### src/rtl/write_stream.sv
// write_stream: write-side streamer. Buffers a valid/avail input stream in a
// small FIFO and issues sequential write strobes into a MEM instance.
// A job is num_iters * num_writes_per_iter words starting at base_address;
// done pulses in the same cycle as the final write strobe.
// Optional feature macro: WRITE_STREAM_CHECKSUM_EN adds an XOR checksum
// output over every issued word.
module write_stream #(
    parameter int DATA_WIDTH             = 16,
    parameter int LOG_MAX_ITERS          = 4,
    parameter int LOG_MAX_READS_PER_ITER = 8,
    parameter int LOG_MAX_ADDRESS        = 12,
    parameter int LOG_FIFO_DEPTH         = 2
) (
    input  logic                              clk,
    input  logic                              rst,
    input  logic                              configure,
    input  logic [LOG_MAX_ITERS-1:0]          num_iters,
    input  logic [LOG_MAX_READS_PER_ITER-1:0] num_writes_per_iter,
    input  logic [LOG_MAX_ADDRESS-1:0]        base_address,
    input  logic                              valid_in,
    input  logic [DATA_WIDTH-1:0]             data_in,
    output logic                              avail_out,
    input  logic                              write_ready,
    output logic                              write,
    output logic [LOG_MAX_ADDRESS-1:0]        addr_write,
    output logic [DATA_WIDTH-1:0]             data_write,
    output logic                              done
`ifdef WRITE_STREAM_CHECKSUM_EN
    ,
    output logic [DATA_WIDTH-1:0]             checksum
`endif
);

    // total word count fits the product of the two config widths
    localparam int TW    = LOG_MAX_ITERS + LOG_MAX_READS_PER_ITER;
    localparam int DEPTH = 1 << LOG_FIFO_DEPTH;

    typedef enum logic [1:0] {IDLE, RUN, DRAIN} state_t;

    state_t                            state;
    logic [LOG_MAX_ITERS-1:0]          iters_q, iter_cnt;
    logic [LOG_MAX_READS_PER_ITER-1:0] wpi_q, op_cnt;
    logic [TW-1:0]                     total_q, issued_cnt, cfg_total;
    logic [LOG_MAX_ADDRESS-1:0]        next_addr;

    logic [DATA_WIDTH-1:0]             fifo_mem [DEPTH];
    logic [LOG_FIFO_DEPTH-1:0]         rd_ptr, wr_ptr;
    logic [LOG_FIFO_DEPTH:0]           fifo_cnt;
    logic                              fifo_full, fifo_empty;
    logic                              accept, pop, last_accept, last_issue;

    assign cfg_total   = TW'(num_iters) * TW'(num_writes_per_iter);

    // count never exceeds DEPTH, so its MSB alone flags a full FIFO
    assign fifo_full   = fifo_cnt[LOG_FIFO_DEPTH];
    assign fifo_empty  = (fifo_cnt == '0);

    // avail_out depends only on registered state: no same-cycle pop bypass
    assign avail_out   = (state == RUN) && !fifo_full;
    assign accept      = valid_in && avail_out && !configure;
    assign pop         = !fifo_empty && write_ready && !configure;

    assign last_accept = (iter_cnt == iters_q - 1'b1) && (op_cnt == wpi_q - 1'b1);
    assign last_issue  = (issued_cnt == total_q - 1'b1);

    // job FSM: config latch, iteration/op counters on accept, RUN -> DRAIN -> IDLE
    always_ff @(posedge clk or negedge rst) begin
        if (!rst) begin
            state    <= IDLE;
            iters_q  <= '0;
            wpi_q    <= '0;
            total_q  <= '0;
            iter_cnt <= '0;
            op_cnt   <= '0;
        end else if (configure) begin
            // also serves as abort when a job is in flight
            iters_q  <= num_iters;
            wpi_q    <= num_writes_per_iter;
            total_q  <= cfg_total;
            iter_cnt <= '0;
            op_cnt   <= '0;
            state    <= (cfg_total != '0) ? RUN : IDLE;
        end else begin
            case (state)
                RUN: begin
                    if (accept) begin
                        if (op_cnt == wpi_q - 1'b1) begin
                            op_cnt   <= '0;
                            iter_cnt <= iter_cnt + 1'b1;
                        end else begin
                            op_cnt   <= op_cnt + 1'b1;
                        end
                        if (last_accept) state <= DRAIN;
                    end
                end
                DRAIN: begin
                    if (pop && last_issue) state <= IDLE;
                end
                default: state <= IDLE;
            endcase
        end
    end

    // FIFO pointers and occupancy; configure flushes everything
    always_ff @(posedge clk or negedge rst) begin
        if (!rst) begin
            rd_ptr   <= '0;
            wr_ptr   <= '0;
            fifo_cnt <= '0;
        end else if (configure) begin
            rd_ptr   <= '0;
            wr_ptr   <= '0;
            fifo_cnt <= '0;
        end else begin
            if (accept) wr_ptr <= wr_ptr + 1'b1;
            if (pop)    rd_ptr <= rd_ptr + 1'b1;
            case ({accept, pop})
                2'b10:   fifo_cnt <= fifo_cnt + 1'b1;
                2'b01:   fifo_cnt <= fifo_cnt - 1'b1;
                default: fifo_cnt <= fifo_cnt;
            endcase
        end
    end

    // FIFO storage; contents need no reset since occupancy gates every read
    always_ff @(posedge clk) begin
        if (accept) fifo_mem[wr_ptr] <= data_in;
    end

    // registered write issue: pop head, drive strobe/address/data, flag the last word
    always_ff @(posedge clk or negedge rst) begin
        if (!rst) begin
            write      <= 1'b0;
            addr_write <= '0;
            data_write <= '0;
            done       <= 1'b0;
            next_addr  <= '0;
            issued_cnt <= '0;
`ifdef WRITE_STREAM_CHECKSUM_EN
            checksum   <= '0;
`endif
        end else if (configure) begin
            write      <= 1'b0;
            done       <= (cfg_total == '0);
            next_addr  <= base_address;
            issued_cnt <= '0;
`ifdef WRITE_STREAM_CHECKSUM_EN
            checksum   <= '0;
`endif
        end else begin
            done <= 1'b0;
            if (pop) begin
                write      <= 1'b1;
                data_write <= fifo_mem[rd_ptr];
                addr_write <= next_addr;
                next_addr  <= next_addr + 1'b1;
                issued_cnt <= issued_cnt + 1'b1;
`ifdef WRITE_STREAM_CHECKSUM_EN
                checksum   <= checksum ^ fifo_mem[rd_ptr];
`endif
                if (state == DRAIN && last_issue) done <= 1'b1;
            end else begin
                write <= 1'b0;
            end
        end
    end

endmodule

### config.mk
export PLATFORM = sky130hd
export DESIGN_NAME = write_stream
export DESIGN_NICKNAME = d
export VERILOG_FILES = /design/src/rtl/write_stream.sv
export SDC_FILE = /design/constraint.sdc
export NUM_CORES = 1
export LEC_CHECK = 0
export CAP_MARGIN = 20
export CELL_PAD_IN_SITES_DETAIL_PLACEMENT = 1
export CELL_PAD_IN_SITES_GLOBAL_PLACEMENT = 1
export CORE_MARGIN = 2
export CORE_UTILIZATION = 47
export DETAILED_ROUTE_END_ITERATION = 8
export GPL_TIMING_DRIVEN = 0
export PLACE_DENSITY_LB_ADDON = 0.1
export SLEW_MARGIN = 10
export SYNTH_ARGS = -nofsm -noshare
export SYNTH_HDL_FRONTEND = slang
export SYNTH_SLANG_ARGS = --single-unit
### constraint.sdc
create_clock -name clk -period 3.05 [get_ports clk]
set_input_delay 0.7625 -clock clk [delete_from_list [all_inputs] [get_ports clk]]
set_output_delay 0.7625 -clock clk [all_outputs]
set_load 0.01 [all_outputs]
; Yosys cells after proc, flatten, opt, wreduce, memory -nomap -nowiden
; Memories as Yosys holds them, arrays and structs flattened. A register that Yosys moved wholly into a read port is not among the register bits.
; Index checks and enable logic that the tools add are counted.
[totals]
ff_bits = 83
mem_bits_rw = 64
inputBits = 45
output_inout_bits = 31
n_memories = 1
[memory_table]
columns = name, words, word_bits, rd, rd_clocked_by_memory_dff, write_ports, line_no
row1 = fifo_mem, 4, 16, 1, 1, 1, 46  ; logic [DATA_WIDTH-1:0] fifo_mem [DEPTH];
[classes]
addsub = 11
multipliers = 1
n_eq_ne = 10
mux = 31
n_bitwise = 1
n_reduce_logical = 24
[ops]
columns = op, n
row1 = $mux W12, 4
row2 = $mux W8, 4
row3 = $add A12 B1 Y12 const B, 2
row4 = $mux W2, 8
row5 = $mux W4, 4
row6 = $eq A12 B12 Y1, 1
row7 = $logic_not A12 Y1, 1
row8 = $mul A4 B8 Y12, 1
row9 = $reduce_bool A12 Y1, 1
row10 = $sub A12 B1 Y12 const B, 1
row11 = $ne A3 B3 Y1 const B, 3
row12 = $add A8 B1 Y8 const B, 1
row13 = $eq A8 B8 Y1, 1
row14 = $logic_and A1 B1 Y1, 8
row15 = $mux W1, 8
row16 = $reduce_bool A2 Y1, 4
row17 = $sub A8 B1 Y8 const B, 1
row18 = $pmux W3 S2, 1
row19 = $reduce_and A3 Y1, 2
row20 = $add A2 B1 Y2 const B, 2
row21 = $add A4 B1 Y4 const B, 1
row22 = $eq A2 B1 Y1 const B, 2
row23 = $eq A2 B2 Y1 const B, 2
row24 = $eq A4 B4 Y1, 1
row25 = other kinds (10), 14

; Logic depth before layout (Yosys ltp)
[depth]
ltp_word = 8
ltp_mapped = 13
depth_no_buf = 12

; Worst setup path after synthesis
; No wires, ideal clock.
[synth_timing]
kind = input port to flip-flop
start = in num_iters[1]
end = reg done
setup_ns = 0.122
arrival_ns = 3.580
setup_slack_ns = -0.652
stages = 13
path_buffers = 1
path_cell_list = clkbuf_1 nand2_1 fa_1 inv_1 fa_1 inv_1 fa_1 nor2b_1 o2111ai_1 nand4b_1 a21oi_1 o2111a_1 a32o_1
[synth_via]
elab_chain_len = 3
[synth_rtl]
columns = item, line_no
row1 = "start, declared", 17  ; input logic [LOG_MAX_ITERS-1:0] num_iters,
row2 = $mul A4 B8 Y12, 52  ; assign cfg_total = TW'(num_iters) * TW'(num_writes_per_iter);
row3 = $logic_not A12 Y1, 144  ; done <= (cfg_total == '0);
row4 = $mux W1, 142  ; end else if (configure) begin
row5 = "end signal, assigned", 144
row6 = "end, declared", 27  ; output logic done
; Every way passes these cells.
; A chain may end at the register's enable or synchronous reset.

; Worst setup path after layout
[layout_timing]
start = in num_iters[3]
end = reg done
; Same word-level chain as after synthesis.

==> results.cfg <==
[outcome]
status = complete, but fails checks
failed_checks = setup timing

[place]
hpwl_um = 15400
gp_congestion = 0.784
io_buffers = 73
dp_slack_ns = -1.40

[clocking]
numCtsBuffers = 17
tritoncts = done
h-tree-depth = 4
ctsLongestPathBuffers = 2
cts_sinks = 163
clk_latency_ns = 0.43
path_clk_slew_ns = 0.07
clockRootBuffer = clkbuf_16

[sta]
timing.final.ws_setup_ns = -0.354
setup-tns-final_ns = -1.32
worst_pin_slew_ns = 0.814
fin_crit_sh_pct = 112
min_period_ns = 3.40
rsz0062_at_grt = yes
clock.fmax_mhz = 294
slew_headroom_pct = 45.7
finalSetupViolations = 6
finalHoldViolCount = 0
finalClockSkew_ns = 0.0120
hold_ws_ns = 0.207
report.final.slew_viol_count = 0

[critical_path]
start_kind = input port
crit_type = in -> reg
critPathArrivalTime_ns = 3.72
crit_fanout = 5
crit_required_ns = 3.36
end_kind = register

[final_layout]
syn2layout_area_growth_pct = 23.9
drive_gt1_share_pct = 19.7
final_nets = 896
utilization_pct = 59.9
diodes = 0
fillCellCount = 1749

[routing]
initialDrtViolationCount = 190
ant_nets = 0
via_per_inst = 5.65
num_vias = 5926
finalWirelength_um = 22000
drcViolationCount = 0
wl_per_cell_um = 20.9
drt_pass1_iterations = 4

[die]
die_x_um = 138
core-area_mm2 = 0.0174
rows = 48
die-height_um = 138
ios = 76
die_area_mm2 = 0.0190
initial_core_util_pct = 48.4

[global_routing]
grt-ovfl-total = 0
grt_util_all_layers_pct = 24.8
grt_pass1_wl_um = 35700
grt_pass1_vias = 6845
grt_max_degree = 70
antenna_found_initial = 0

[power_and_ir_drop]
finalPower_uw = 7520
irDropWorstVdd_v = 0.000461
p_leak_uw = 0.00408
powerDensity_mw_per_mm2 = 720

[logic_synthesis]
syn-num-nets = 790
synth-seq-cells = 163
netlist_instances = 705
synth_area_leaders = dfrtp_1, edfxtp_1, mux2_2
synth_cell_types = 60
yosysTopAreaCell = dfrtp_1
async_flop_share_pct = 60.7
avgSynthCellArea_um2 = 11.9
yosys.cell_count.top_type = dfrtp_1
synth_edf_count = 64
synth.top_cell.area_share_pct = 29.4
ys.flop_type = dfrtp_1
netlist_area_mm2 = 0.00842
synth_warnings = 0
yosys-top-cells-count = dfrtp_1, edfxtp_1, nand2_1
synth_seq_area_share_pct = 52.2

[worst_hold_path]
hold_class = in -> async

[job]
drv_cap = 0
through the flow:
stage,cell area [µm²],cells
2_1_floorplan,8530,705
6_report,10400,1049
5_1_grt,10400,1049
3_5_place_dp,9570,1004
3_3_place_gp,9540,1003
4_1_cts,10300,1043
power breakdown:
part           leakage, µW  internal [µW]  total (µW)  switching (µW)
logic              0.00196           1240        2380            1140
registers          0.00183           2670        3000             321
clock network     0.000290           1160        2140             980
sequential cells by signal (all words and copies together) (netlist names):
| register | cells |
|---|---|
| write | 1 |
| addr_write | 12 |
| fifo_mem | 64 |
| data_write | 16 |
| rd_ptr | 2 |
| iters_q | 4 |
| next_addr | 12 |
| done | 1 |
| state | 2 |
| wpi_q | 8 |
| wr_ptr | 2 |
| fifo_cnt | 3 |
| iter_cnt | 4 |
| op_cnt | 8 |
| issued_cnt | 12 |
| total_q | 12 |
cells in the final DEF (no fill, tap or decap), drive strengths merged, types with 15 or more instances in the layout:
master         Yosys  routed
buf                5      28
mux2              42      42
nor2              45      45
dfrtp             99      99
xor2              33      33
clkdlybuf4s50      0      62
nand3             15      15
o21ai             33      33
inv               38      45
and2              22      22
xnor2             33      33
nand2             62      62
ha                27      27
mux4              16      16
edfxtp            64      64
clkbuf            24      41
worst max-delay path, stage by stage:
cell      delay, ns
buf_12         0.11
and2_4         0.15
fa_1           0.54
inv_1          0.05
fa_1           0.50
inv_2          0.05
ha_4           0.30
nand3_2        0.07
o211ai_1       0.31
buf_4          0.19
nor2_2         0.07
xor2_2         0.15
o2111a_2       0.18
a32o_2         0.28
kinds of logic (layout without fill, tap and decap cells):
logic type	Yosys count	in the layout	synth area share, %
AO/OA/AOI/OAI	91	91	7.19
buffers and inverters	67	186	3.08
multiplexers	65	65	10.7
flip-flops	163	163	52.2
adder cells (fa/ha/maj)	40	40	7.10
AND/OR/NAND/NOR	213	213	12.8
XOR/XNOR	66	66	6.86
layer usage:
metal	vias up	share of wire, %	global-route usage, %
met5	-	0	0
met4	0	2.2	8.39
met3	33	3.5	5.26
met2	106	54	44.7
met1	3067	41	29.5
li1	2720	-	-
worst paths after layout:
kind,from,end,slack [ns],cells after the start
worst max-delay path,num_iters[3],done,-0.35,14
worst min register to register,addr_write[7],addr_write[7],0.51,1
worst max register to register,wpi_q[0],iter_cnt[1],0.31,9
worst min-delay path,rst,data_write[2],0.21,1
min in group clk,addr_write[7],addr_write[7],0.51,1
max in group asynchronous,rst,data_write[5],2.16,2
final cells by class:
class                           instances  area [µm²]  area share (%)
Clock inverter                         15         165            1.58
Tap cell                              225         282            2.70
Timing Repair Buffer                   87         890            8.52
Multi-Input combinational cell        475        3990            38.3
Inverter                               38         143            1.37
Buffer                                 29         139            1.33
Sequential cell                       163        4400            42.2
Clock buffer                           17         425            4.08
what timing repair did:
action                     in CTS  in global routing
hold endpoints to repair        0                  0
cloned                          0                  0
resized for setup              66                 30
hold buffers                    0                  0
setup endpoints to repair      28                 59
pin swaps                      20                 21
buffers inserted                7                  6
Power figures use the tool's default switching activity.
